File: config.mk
export PLATFORM = sky130hd
export DESIGN_NAME = tuner_iq_sched_flat
export DESIGN_NICKNAME = d
export VERILOG_FILES = /design/src/rtl/tuner_iq_sched_if.sv /design/src/rtl/tuner_iq_sched.sv /design/src/flat_wrapper.sv
export SDC_FILE = /design/constraint.sdc
export NUM_CORES = 1
export LEC_CHECK = 0
export BUFFER_PORTS_ARGS = -buffer_cell sky130_fd_sc_hd__buf_4
export CORE_ASPECT_RATIO = 2
export CORE_MARGIN = 2
export CORE_UTILIZATION = 45
export CTS_CLUSTER_DIAMETER = 80
export CTS_CLUSTER_SIZE = 10
export DETAILED_ROUTE_END_ITERATION = 16
export PLACE_DENSITY = 0.66
export SYNTH_ARGS = -nofsm -noshare
export SYNTH_HDL_FRONTEND = slang
export SYNTH_SLANG_ARGS = --single-unit
File: constraint.sdc
create_clock -name clk -period 12.1 [get_ports clk]
set_input_delay 1.815 -clock clk [delete_from_list [all_inputs] [get_ports clk]]
set_output_delay 1.815 -clock clk [all_outputs]
set_load 0.03 [all_outputs]
File: src/rtl/tuner_iq_sched_if.sv
// ---------------------------------------------------------------------------
// tuner_iq_sched_if
//   Bundles every non-clock/reset signal of tuner_iq_sched.
//
//   Modports:
//     master : the scheduler side. It drives s_ready, cfg_pending, the mixer
//              controls (mix_cos/mix_phs/mix_in), the result beat
//              (m_valid/m_i/m_q) and the state_dbg observation bit.
//     slave  : the environment side (sample source, control plane, mixer,
//              decimation chain). It drives enable, s_valid/s_data, the
//              cfg_* commands and mix_out.
//
//   Handshake: a sample transfers on a cycle where s_valid and s_ready are
//   both high. s_valid may rise or fall on any cycle. s_ready may depend
//   combinationally on enable but never on s_valid. The output side has no
//   back-pressure, so m_valid is a one-cycle pulse.
// ---------------------------------------------------------------------------
interface tuner_iq_sched_if #(
    parameter int DSZ = 16,
    parameter int PSZ = 12,
    parameter int ASZ = 32
);
    logic           enable;
    logic           s_valid;
    logic [DSZ-1:0] s_data;
    logic           s_ready;
    logic [ASZ-1:0] cfg_fword;
    logic           cfg_load;
    logic           cfg_phase_clr;
    logic           cfg_pending;
    logic           mix_cos;
    logic [PSZ-1:0] mix_phs;
    logic [DSZ-1:0] mix_in;
    logic [DSZ-1:0] mix_out;
    logic           m_valid;
    logic [DSZ-1:0] m_i;
    logic [DSZ-1:0] m_q;
    logic           state_dbg;   // 0 = ISSUE_I, 1 = ISSUE_Q

    modport master (
        input  enable, s_valid, s_data, cfg_fword, cfg_load, cfg_phase_clr,
               mix_out,
        output s_ready, cfg_pending, mix_cos, mix_phs, mix_in, m_valid, m_i,
               m_q, state_dbg
    );

    modport slave (
        output enable, s_valid, s_data, cfg_fword, cfg_load, cfg_phase_clr,
               mix_out,
        input  s_ready, cfg_pending, mix_cos, mix_phs, mix_in, m_valid, m_i,
               m_q, state_dbg
    );
endinterface

File: src/rtl/tuner_iq_sched.sv
// ---------------------------------------------------------------------------
// tuner_iq_sched
//   Time-shares one external tuner_mixer between the I (cos) and Q (sin)
//   products of each input sample. Owns the NCO phase accumulator, drives the
//   mixer's cos/phs/in inputs, tracks the mixer's fixed pipeline latency and
//   reassembles each I/Q result pair into one output beat. Frequency and
//   phase commands take effect only on sample boundaries so retunes are
//   phase-continuous.
//
//   Ports:
//     clk    : clock
//     reset  : asynchronous, active-high reset
//     bus    : tuner_iq_sched_if.master
//              enable, s_valid/s_data/s_ready : sample input handshake
//              cfg_fword/cfg_load/cfg_phase_clr/cfg_pending : retune control
//              mix_cos/mix_phs/mix_in/mix_out : shared mixer connection
//              m_valid/m_i/m_q                : I/Q result beat
//              state_dbg                      : current FSM state
//
//   Timing (A = accept cycle):
//     A, A+1   : mixer phase issued for I then Q (same phase word)
//     A+4, A+5 : sample presented on mix_in (mixer phase-to-LO latency is 4)
//     A+6, A+7 : mix_out carries the I then Q product
//     A+8      : m_valid pulse with the pair registered
// ---------------------------------------------------------------------------
module tuner_iq_sched #(
    parameter int DSZ = 16,
    parameter int PSZ = 12,
    parameter int ASZ = 32
) (
    input  logic           clk,
    input  logic           reset,
    tuner_iq_sched_if.master bus
);

    typedef enum logic {
        ISSUE_I = 1'b0,
        ISSUE_Q = 1'b1
    } state_t;

    state_t              state_q, state_d;
    logic [ASZ-1:0]      acc_q, acc_d;
    logic [ASZ-1:0]      fword_act_q, fword_act_d;
    logic [ASZ-1:0]      fword_pend_q, fword_pend_d;
    logic                load_pend_q, load_pend_d;
    logic                clr_pend_q, clr_pend_d;
    logic [3:0][DSZ-1:0] dly_q, dly_d;
    logic [6:0]          tag_q, tag_d;
    logic                m_valid_q, m_valid_d;
    logic [DSZ-1:0]      m_i_q, m_i_d;
    logic [DSZ-1:0]      m_q_q, m_q_d;

    logic                s_ready;
    logic                accept;
    logic                app_pt;
    logic [DSZ-1:0]      dly_head;

    assign s_ready = (state_q == ISSUE_I) && bus.enable;
    assign accept  = bus.s_valid && s_ready;
    // Commands apply when leaving ISSUE_Q or when idling in ISSUE_I. Since
    // accept is never true in ISSUE_Q this is exactly "no accept this cycle".
    assign app_pt  = !accept;

    // The sample enters the line on accept and is re-entered during ISSUE_Q,
    // so each sample occupies two consecutive slots of the 4-deep line and
    // appears on mix_in for two cycles. Idle slots carry zero.
    always_comb begin
        dly_head = '0;
        if (accept) begin
            dly_head = bus.s_data;
        end else if (state_q == ISSUE_Q) begin
            dly_head = dly_q[0];
        end
    end

    always_comb begin
        state_d      = state_q;
        acc_d        = acc_q;
        fword_act_d  = fword_act_q;
        fword_pend_d = fword_pend_q;
        load_pend_d  = load_pend_q;
        clr_pend_d   = clr_pend_q;

        case (state_q)
            ISSUE_I: if (accept) state_d = ISSUE_Q;
            ISSUE_Q: state_d = ISSUE_I;
            default: state_d = ISSUE_I;
        endcase

        // Last load wins; the pending word is only consumed on application.
        if (bus.cfg_load) begin
            fword_pend_d = bus.cfg_fword;
        end

        if (app_pt) begin
            // Increment uses the word active before this edge; a pending
            // clear overrides it so the next sample starts at phase zero.
            if (state_q == ISSUE_Q) begin
                acc_d = acc_q + fword_act_q;
            end
            if (clr_pend_q) begin
                acc_d = '0;
            end
            if (load_pend_q) begin
                fword_act_d = fword_pend_q;
            end
            // A command landing on the application edge waits for the next one.
            load_pend_d = bus.cfg_load;
            clr_pend_d  = bus.cfg_phase_clr;
        end else begin
            load_pend_d = load_pend_q || bus.cfg_load;
            clr_pend_d  = clr_pend_q || bus.cfg_phase_clr;
        end
    end

    // Result capture: tag bit k is high during cycle A+1+k. m_valid_q acts as
    // the eighth tag stage.
    always_comb begin
        dly_d     = {dly_q[2:0], dly_head};
        tag_d     = {tag_q[5:0], accept};
        m_i_d     = m_i_q;
        m_q_d     = m_q_q;
        m_valid_d = tag_q[6];
        if (tag_q[5]) begin
            m_i_d = bus.mix_out;
        end
        if (tag_q[6]) begin
            m_q_d = bus.mix_out;
        end
    end

    always_ff @(posedge clk or posedge reset) begin
        if (reset) begin
            state_q      <= ISSUE_I;
            acc_q        <= '0;
            fword_act_q  <= '0;
            fword_pend_q <= '0;
            load_pend_q  <= 1'b0;
            clr_pend_q   <= 1'b0;
            dly_q        <= '0;
            tag_q        <= '0;
            m_valid_q    <= 1'b0;
            m_i_q        <= '0;
            m_q_q        <= '0;
        end else begin
            state_q      <= state_d;
            acc_q        <= acc_d;
            fword_act_q  <= fword_act_d;
            fword_pend_q <= fword_pend_d;
            load_pend_q  <= load_pend_d;
            clr_pend_q   <= clr_pend_d;
            dly_q        <= dly_d;
            tag_q        <= tag_d;
            m_valid_q    <= m_valid_d;
            m_i_q        <= m_i_d;
            m_q_q        <= m_q_d;
        end
    end

    // Phase comes straight from the accumulator register, so it is stable
    // across both issue cycles of a sample.
    assign bus.s_ready     = s_ready;
    assign bus.cfg_pending = load_pend_q || clr_pend_q;
    assign bus.mix_cos     = (state_q == ISSUE_I);
    assign bus.mix_phs     = acc_q[ASZ-1 -: PSZ];
    assign bus.mix_in      = dly_q[3];
    assign bus.m_valid     = m_valid_q;
    assign bus.m_i         = m_i_q;
    assign bus.m_q         = m_q_q;
    assign bus.state_dbg   = state_q;

endmodule

File: src/flat_wrapper.sv
// flat-port wrapper written by rule: the top's interface ports become plain ports
module tuner_iq_sched_flat 
#(
    parameter int DSZ = 16,
    parameter int PSZ = 12,
    parameter int ASZ = 32
)
  (clk, reset, bus_enable, bus_s_valid, bus_s_data, bus_cfg_fword, bus_cfg_load, bus_cfg_phase_clr, bus_mix_out, bus_s_ready, bus_cfg_pending, bus_mix_cos, bus_mix_phs, bus_mix_in, bus_m_valid, bus_m_i, bus_m_q, bus_state_dbg);
  tuner_iq_sched_if #(.DSZ(DSZ), .PSZ(PSZ), .ASZ(ASZ)) bus_i ();
  input  logic clk;
  input  logic reset;
  input wire logic [$bits(bus_i.enable)-1:0] bus_enable;
  input wire logic [$bits(bus_i.s_valid)-1:0] bus_s_valid;
  input wire logic [$bits(bus_i.s_data)-1:0] bus_s_data;
  input wire logic [$bits(bus_i.cfg_fword)-1:0] bus_cfg_fword;
  input wire logic [$bits(bus_i.cfg_load)-1:0] bus_cfg_load;
  input wire logic [$bits(bus_i.cfg_phase_clr)-1:0] bus_cfg_phase_clr;
  input wire logic [$bits(bus_i.mix_out)-1:0] bus_mix_out;
  output wire logic [$bits(bus_i.s_ready)-1:0] bus_s_ready;
  output wire logic [$bits(bus_i.cfg_pending)-1:0] bus_cfg_pending;
  output wire logic [$bits(bus_i.mix_cos)-1:0] bus_mix_cos;
  output wire logic [$bits(bus_i.mix_phs)-1:0] bus_mix_phs;
  output wire logic [$bits(bus_i.mix_in)-1:0] bus_mix_in;
  output wire logic [$bits(bus_i.m_valid)-1:0] bus_m_valid;
  output wire logic [$bits(bus_i.m_i)-1:0] bus_m_i;
  output wire logic [$bits(bus_i.m_q)-1:0] bus_m_q;
  output wire logic [$bits(bus_i.state_dbg)-1:0] bus_state_dbg;
  assign bus_i.enable = bus_enable;
  assign bus_i.s_valid = bus_s_valid;
  assign bus_i.s_data = bus_s_data;
  assign bus_i.cfg_fword = bus_cfg_fword;
  assign bus_i.cfg_load = bus_cfg_load;
  assign bus_i.cfg_phase_clr = bus_cfg_phase_clr;
  assign bus_i.mix_out = bus_mix_out;
  assign bus_s_ready = bus_i.s_ready;
  assign bus_cfg_pending = bus_i.cfg_pending;
  assign bus_mix_cos = bus_i.mix_cos;
  assign bus_mix_phs = bus_i.mix_phs;
  assign bus_mix_in = bus_i.mix_in;
  assign bus_m_valid = bus_i.m_valid;
  assign bus_m_i = bus_i.m_i;
  assign bus_m_q = bus_i.m_q;
  assign bus_state_dbg = bus_i.state_dbg;
  tuner_iq_sched #(.DSZ(DSZ), .PSZ(PSZ), .ASZ(ASZ)) u_core (.clk(clk), .reset(reset), .bus(bus_i));
endmodule
==> results.md, run 1 <==
- Starting Density: 45.9%
- Worst EP arrival: 2.27 ns
- Ports: 135
- Synth Flop Type: dfrtp_1
- RR Startpoint: u_core.fword_act_q[0]$_DFFE_PP0P_
- DIE AREA: 0.0198 mm^2
- Critical-path cell list: buf_4, nor2b_1, buf_4
- Ys Warns: 0
- Crit-path most repeated cell: buf_4
- DPL Wire Length: roughly 12 mm
- HP Class: reg -> reg
- GRT Util Overall: 17.6%
- Final Hold Vio Count: 0
- Largest net degree at the start of global routing: 117
- Final worst slack: 8.02 ns
- Clock Latency Late Sink: 0.52 ns
- Routed len/inst: 17.5 um
- TNS Setup: 0 ns
- First-pass GRT wire length: 27.8 mm
- Post-CTS Resized: 0
- Yosys top cell area share: ~61%
- Sequential-to-total area share from yosys stat: 60.5%
- Fmax achieved: around 0.24 GHz
- Mapped Nets: 733
- Drt initial violations: 170
- Critical path peak fanout: 3
- Ys async rst share: between 90% and 100%
- Leak pwr: 0.00479 uW
- Hold path depth: 0
- Remaining Overflow, GRT: 0
- Reg2Reg Depth: 13
- Critical path's largest stage delay: 0.20 ns
- Antenna Cells: 0
- Synthesized instance count: 631
- Residual DRC: 0
- Top-count cell post-synth: dfrtp_1
- CTS tree: done
- Drt total wl: 17.1 mm
- Status: completed
- Post CTS Setup Buffer Count: 0
- Layout cells sized above 1: 35.7%
- Main area contributors after synthesis: dfrtp_1, mux2_2, ha_1
- H-tree levels: 1
- Mean area per synthesized cell: 13.3 um^2
- Deepest clock path buffer count: 3
- RSZ-0062 raised after global routing: false
- Die height: 197 um
- Synth unique cells: 50
- Pre-CTS WS: 7.74 ns
- Max Cap Violations: 0
- Vias in the first global route: 5677
- Count of flip-flops with a built-in enable after synthesis: 0
- PD cells: between 150 and 200 mW/mm^2
- CP bufs+invs: 2
- Antenna violations before repair: 0
- Routability Congestion: between 0.8 and 0.9
- Tightest Pin Transition: 1.05 ns
- Pins Over Slew Limit: 0
- Port Buffers: 134
- Clk sinks: 203
- Row cnt: 70
- Antenna-violating nets left: 0
- Root Driver: clkbuf_16
- Clk pin slew, worst setup/hold paths: 0.05 ns
- Slew headroom: 30.2%
- Crit end category: output port
- CP max stage cell: buf_4
- Final setup fails: 0
- Hold buffers post-CTS: 0
- First-pass DRT Iterations: 4
- Critical path type: in -> out
- Seq cells post-synth: 203
- Core area: 0.0183 mm^2
- Min cycle time layout: 4.08 ns
- CP delay by family, top: buffers and inverters
- Hold Crit Start: u_core.tag_q[2]$_DFF_PP0_
- Hold slack: 0.344 ns
- Total CTS buffers: 24
- Maximum VDD drop: 0.0980 mV
- Final Skew: 0.0140 ns
- Most instantiated cells after synthesis: dfrtp_1, mux2_2, nand2_1, ha_1, a21oi_1
- Final period util: 33.7%
- R2r endpoint: u_core.acc_q[28]$_DFFE_PP0P_
- Worst Path Required: 10.28 ns
- Via count: between 5000 and 6000
- Post-synth design cell area: 0.00839 mm^2
- Flop2flop setup slack: a little under 9 ns
- Synth area leader: dfrtp_1
- Layout area overhead: 20.8%
- Crit start category: input pin
- Die Wd: between 100 and 150 um
- Vias per inst: 5.48
- Nets@finish: around 860
- Hold path endpoint: u_core.tag_q[3]$_DFF_PP0_
[cell usage in the layout, fill, tap and decap left out, types with 3 or more instances in the layout]
master,instances
nand3_1,6
a211oi_2,5
a22o_1,19
a31oi_1,4
o21ai_1,22
mux2_2,93
o31ai_1,7
o21ai_0,11
nand2_1,43
xor2_1,13
mux2_1,3
a211oi_1,5
nand4_1,3
o211ai_1,6
a21oi_1,28
o21bai_1,4
a21o_1,12
buf_4,137
nor2_1,13
clkbuf_16,24
and2_1,3
nor2b_1,5
nand2b_1,6
dfrtp_1,203
ha_1,31
xnor2_1,12
inv_1,10
[cell families after synthesis]
logic type,count (synthesis),share of synthesized area (%)
simple gates,89,4.90
xor+xnor,25,2.61
compound gates,137,11.4
flops,203,60.5
fa+ha+maj,32,4.86
mux,96,12.9
buf+inv,49,2.82
[worst reg2reg max path, delay by kind of cell, from the launching register on]
| family | cells | cell delay [ns] |
|---|---|---|
| AO/OA/AOI/OAI | 7 | 1.58 |
| adder cells (fa/ha/maj) | 2 | 0.45 |
| flip-flops | 1 | 0.38 |
| AND/OR/NAND/NOR | 2 | 0.33 |
| XOR/XNOR | 1 | 0.18 |
| buffers and inverters | 1 | 0.09 |
[per-stage QoR]
stage               total power, uW  cell area [um^2]  instances  util [%]
finish                         1810             10100        973      55.4
global route                   1900             10100        973      55.4
CTS                            1830             10100        973      55.4
detailed placement             1220              9510        947      52.0
global placement               1200              9510        947      52.0
floorplan                      1100              8390        631         -
[registers in the layout, summed over array words and instances (netlist names)]
name,cells
u_core.dly_d,48
u_core.acc_q,32
u_core.fword_act_q,32
u_core.fword_pend_q,32
u_core.bus.m_i,16
u_core.bus.m_q,16
u_core.bus.mix_in,16
u_core.tag_q,7
u_core.bus.m_valid,1
u_core.bus.state_dbg,1
u_core.clr_pend_q,1
u_core.load_pend_q,1
[where the power goes]
group          internal, uW  leakage [uW]  switching [uW]
logic                   176       0.00192             224
registers               756       0.00256            46.6
clock network           350      0.000307             255
total                  1280       0.00479             526
[routing by layer]
metal	part of all wire, %	GRT usage [%]
met1	37	19.9
met2	55	32.5
met3	3.8	1.88
met4	3.7	8.17
met5	0	0
[worst max-delay path by stage]
stage	slack [ns]	end	cells past startpoint	from
2_1_floorplan	4.75	u_core.acc_q[0]$_DFFE_PP0P_	1	reset
3_3_place_gp	7.86	u_core.fword_act_q[1]$_DFFE_PP0P_	6	bus_enable
3_5_place_dp	7.74	u_core.fword_act_q[7]$_DFFE_PP0P_	6	bus_enable
4_1_cts	8.01	bus_s_ready	3	bus_enable
5_1_grt	7.99	bus_s_ready	3	bus_enable
6_report	8.02	bus_s_ready	3	bus_enable
[cell type report]
class | instances | area [um^2]
timing repair buffer | 137 | 1030
tap | 216 | 270
fill | 1584 | 8170
sequential | 203 | 5080
clock inverter | 2 | 25.0
clock buffer | 24 | 601
inverter | 12 | 52.6
multi-input combinational | 379 | 3080
Note: power is estimated with default switching activity, not from simulation.
==> run 2: changes to the inputs <==
PLACE_DENSITY = 0.68   (was 0.66)
clock period = 3.51 ns   (was 12.1 ns; I/O delays follow)
==> run 2 against run 1 <==
Net effect: wire length is 0.20% higher; non-clock buffer count is 2 higher; final cell count is 0.21% higher; count of clock-buffer cells in the layout stayed put; critical path depth is 10 higher; design area is 0.23% higher; critical path type is now reg -> reg; critical endpoint is now u_core.acc_q[30]$_DFFE_PP0P_; highest routed layer unchanged.
==> results.md, run 2 (same netlist as run 1, synthesis figures left out) <==
- WL met1: 6.29 mm (-0.84%)
- Design Area, Final: 0.0102 mm^2 (+0.23%)
- Ports: 135 (unchanged)
- Max Cap Violations: 0 (unchanged)
- RSZ-0062 raised after global routing: false
- Core area: 0.0183 mm^2 (unchanged)
- Antenna Cells: 0 (unchanged)
- Pins Over Slew Limit: 0 (unchanged)
- Largest net degree at the start of global routing: 204 (+74%)
- Drt initial violations: 173 (+1.8%)
- Met2 wire len: 9.61 mm (+1.8%)
- Commonest non-fill, non-tap cell in the layout: dfrtp_1
- Max reg flops: 48 (unchanged)
- Hold path endpoint: u_core.clr_pend_q$_DFF_PP0_
- DR top layer: met4
- Fmax achieved: roughly 0.32 GHz
- Hold buffers post-CTS: 0 (unchanged)
- Commonest cells after routing, fill and taps aside: dfrtp_1, buf_4, mux2_2
- Residual DRC: 0 (unchanged)
- Reg2Reg Depth: 13 (unchanged)
- Drt total wl: 17.1 mm (+0.20%)
- Clock Latency Late Sink: 0.50 ns (-0.02 ns)
- Hold path depth: 2 (+2)
- Port Buffers: 134 (unchanged)
- Worst EP arrival: 3.46 ns (+1.19 ns)
- First-pass GRT wire length: 28.5 mm (+2.5%)
- DPL Wire Length: 12.0 mm (+1.8%)
- Min cycle time layout: ~3.1 ns
- Layout area overhead: 21.1%
- Post-CTS Resized: 0 (unchanged)
- Via count: 5307 (-0.54%)
- Placed Area: 0.00954 mm^2 (+0.25%)
- R2r endpoint: u_core.acc_q[30]$_DFFE_PP0P_
- Deepest clock path buffer count: 3 (unchanged)
- Routability Congestion: 0.903 (+5.5%)
- Total CTS buffers: 24 (unchanged)
- GRT Util Overall: 17.8% (+0.23 points)
- First-pass DRT Iterations: 4 (unchanged)
- Crit start category: register
- HP Class: in -> reg
- Crit end category: register
- Hold Crit Start: bus_cfg_phase_clr
- Nets@finish: 861 (+0.23%)
- Clk pin slew, worst setup/hold paths: 0.05 ns (about the same)
- Critical path type: reg -> reg
- H-tree levels: 1 (unchanged)
- Vias in the first global route: 5796 (+2.1%)
- Worst Path Required: 3.88 ns (-6.40 ns)
- Hold slack: 0.212 ns (-0.132 ns)
- Met3 routed WL: 565 um (-12%)
- Final period util: approximately nine tenths
- Die height: 197 um (unchanged)
- Remaining Overflow, GRT: 0 (unchanged)
- Tightest Pin Transition: 1.03 ns (-0.0167 ns)
- Die Wd: 101 um (unchanged)
- Status: completed
- Antenna-violating nets left: 0 (unchanged)
- Row cnt: 70 (unchanged)
- Slew headroom: 31.3% (+1.1 points)
- Post CTS Setup Buffer Count: 0 (unchanged)
- Final Hold Vio Count: 0 (unchanged)
- RR Startpoint: u_core.acc_q[0]$_DFFE_PP0P_
- Final Skew: 0.00977 ns (-0.00423 ns)
- Clk sinks: 203 (unchanged)
- Leak pwr: 0.00480 uW (+0.19%)
- Critical path peak fanout: 4 (+1)
- Root Driver: clkbuf_16
- PD cells: 611 mW/mm^2 (+240%)
- Layout cells sized above 1: 35.8% (+0.17 points)
- Routed len/inst: 17.5 um (about the same)
- Starting Density: 45.9% (unchanged)
- Vias per inst: 5.44 (-0.75%)
- TNS Setup: 0 ns (unchanged)
- DIE AREA: 0.0198 mm^2 (unchanged)
- Flop2flop setup slack: 0.41 ns (-8.52 ns)
- CTS tree: done
- Antenna violations before repair: 0 (unchanged)
- Final setup fails: 0 (unchanged)
- Maximum VDD drop: 0.394 mV (+300%)
[run 2: changes by cell type in the layout (fill, tap and decap cells not counted)]
| cell | delta |
|---|---|
| buf_12 | +1 |
| buf_4 | +1 |
| clkinvlp_4 | +1 |
| inv_8 | -1 |
[run 2: how the worst max path moves through the flow]
stage	startpoint	endpoint	slack, ns
floorplan	reset	u_core.acc_q[0]$_DFFE_PP0P_	0.35
global placement	u_core.acc_q[0]$_DFFE_PP0P_	u_core.acc_q[30]$_DFFE_PP0P_	0.59
detailed placement	u_core.acc_q[0]$_DFFE_PP0P_	u_core.acc_q[30]$_DFFE_PP0P_	0.46
CTS	u_core.acc_q[0]$_DFFE_PP0P_	u_core.acc_q[30]$_DFFE_PP0P_	0.44
global route	u_core.acc_q[0]$_DFFE_PP0P_	u_core.acc_q[30]$_DFFE_PP0P_	0.28
finish	u_core.acc_q[0]$_DFFE_PP0P_	u_core.acc_q[30]$_DFFE_PP0P_	0.41
[run 2: worst max-delay path: stages, from the launching register on]
cell and delay (ns):
dfrtp_1 0.35, ha_1 0.21, inv_1 0.07, fa_1 0.40, nand2b_1 0.18, a21oi_1 0.25
o21bai_2 0.11, nand4_1 0.16, a211oi_2 0.11, o21ai_1 0.29, o31ai_4 0.13, o31a_1 0.36
o211ai_1 0.21, o211ai_1 0.12
[run 2: layout make-up]
| class | count | area [um^2] |
|---|---|---|
| Fill cell | 1529 | 8140 |
| Sequential cell | 203 | 5080 |
| Multi-Input combinational cell | 379 | 3080 |
| Timing Repair Buffer | 139 | 1060 |
| Clock buffer | 24 | 601 |
| Tap cell | 216 | 270 |
| Inverter | 12 | 48.8 |
| Clock inverter | 2 | 25.0 |
[run 2: metal layers]
layer	GRT usage [%]	vias to the layer above
li1	-	2477
met1	19.6	2679
met2	34.0	115
met3	2.12	36
met4	7.05	0
met5	0	-
[run 2: power breakdown]
part           total, uW  internal (uW)  switching (uW)  leakage (uW)
Sequential          2770           2610             159       0.00256
Clock               2060           1210             855      0.000307
Combinational       1380            611             773       0.00193
Total               6210           4430            1790       0.00480
[run 2: through the flow]
step                      worst slack [ns]  cells  total power, uW  util, %
after floorplan                      0.353    631             3780        -
after global placement               0.590    949             4150     52.1
after detailed placement             0.458    949             4200     52.1
after CTS                            0.436    975             6310     55.5
after global routing                 0.279    975             6540     55.5
final                                0.415    975             6210     55.5
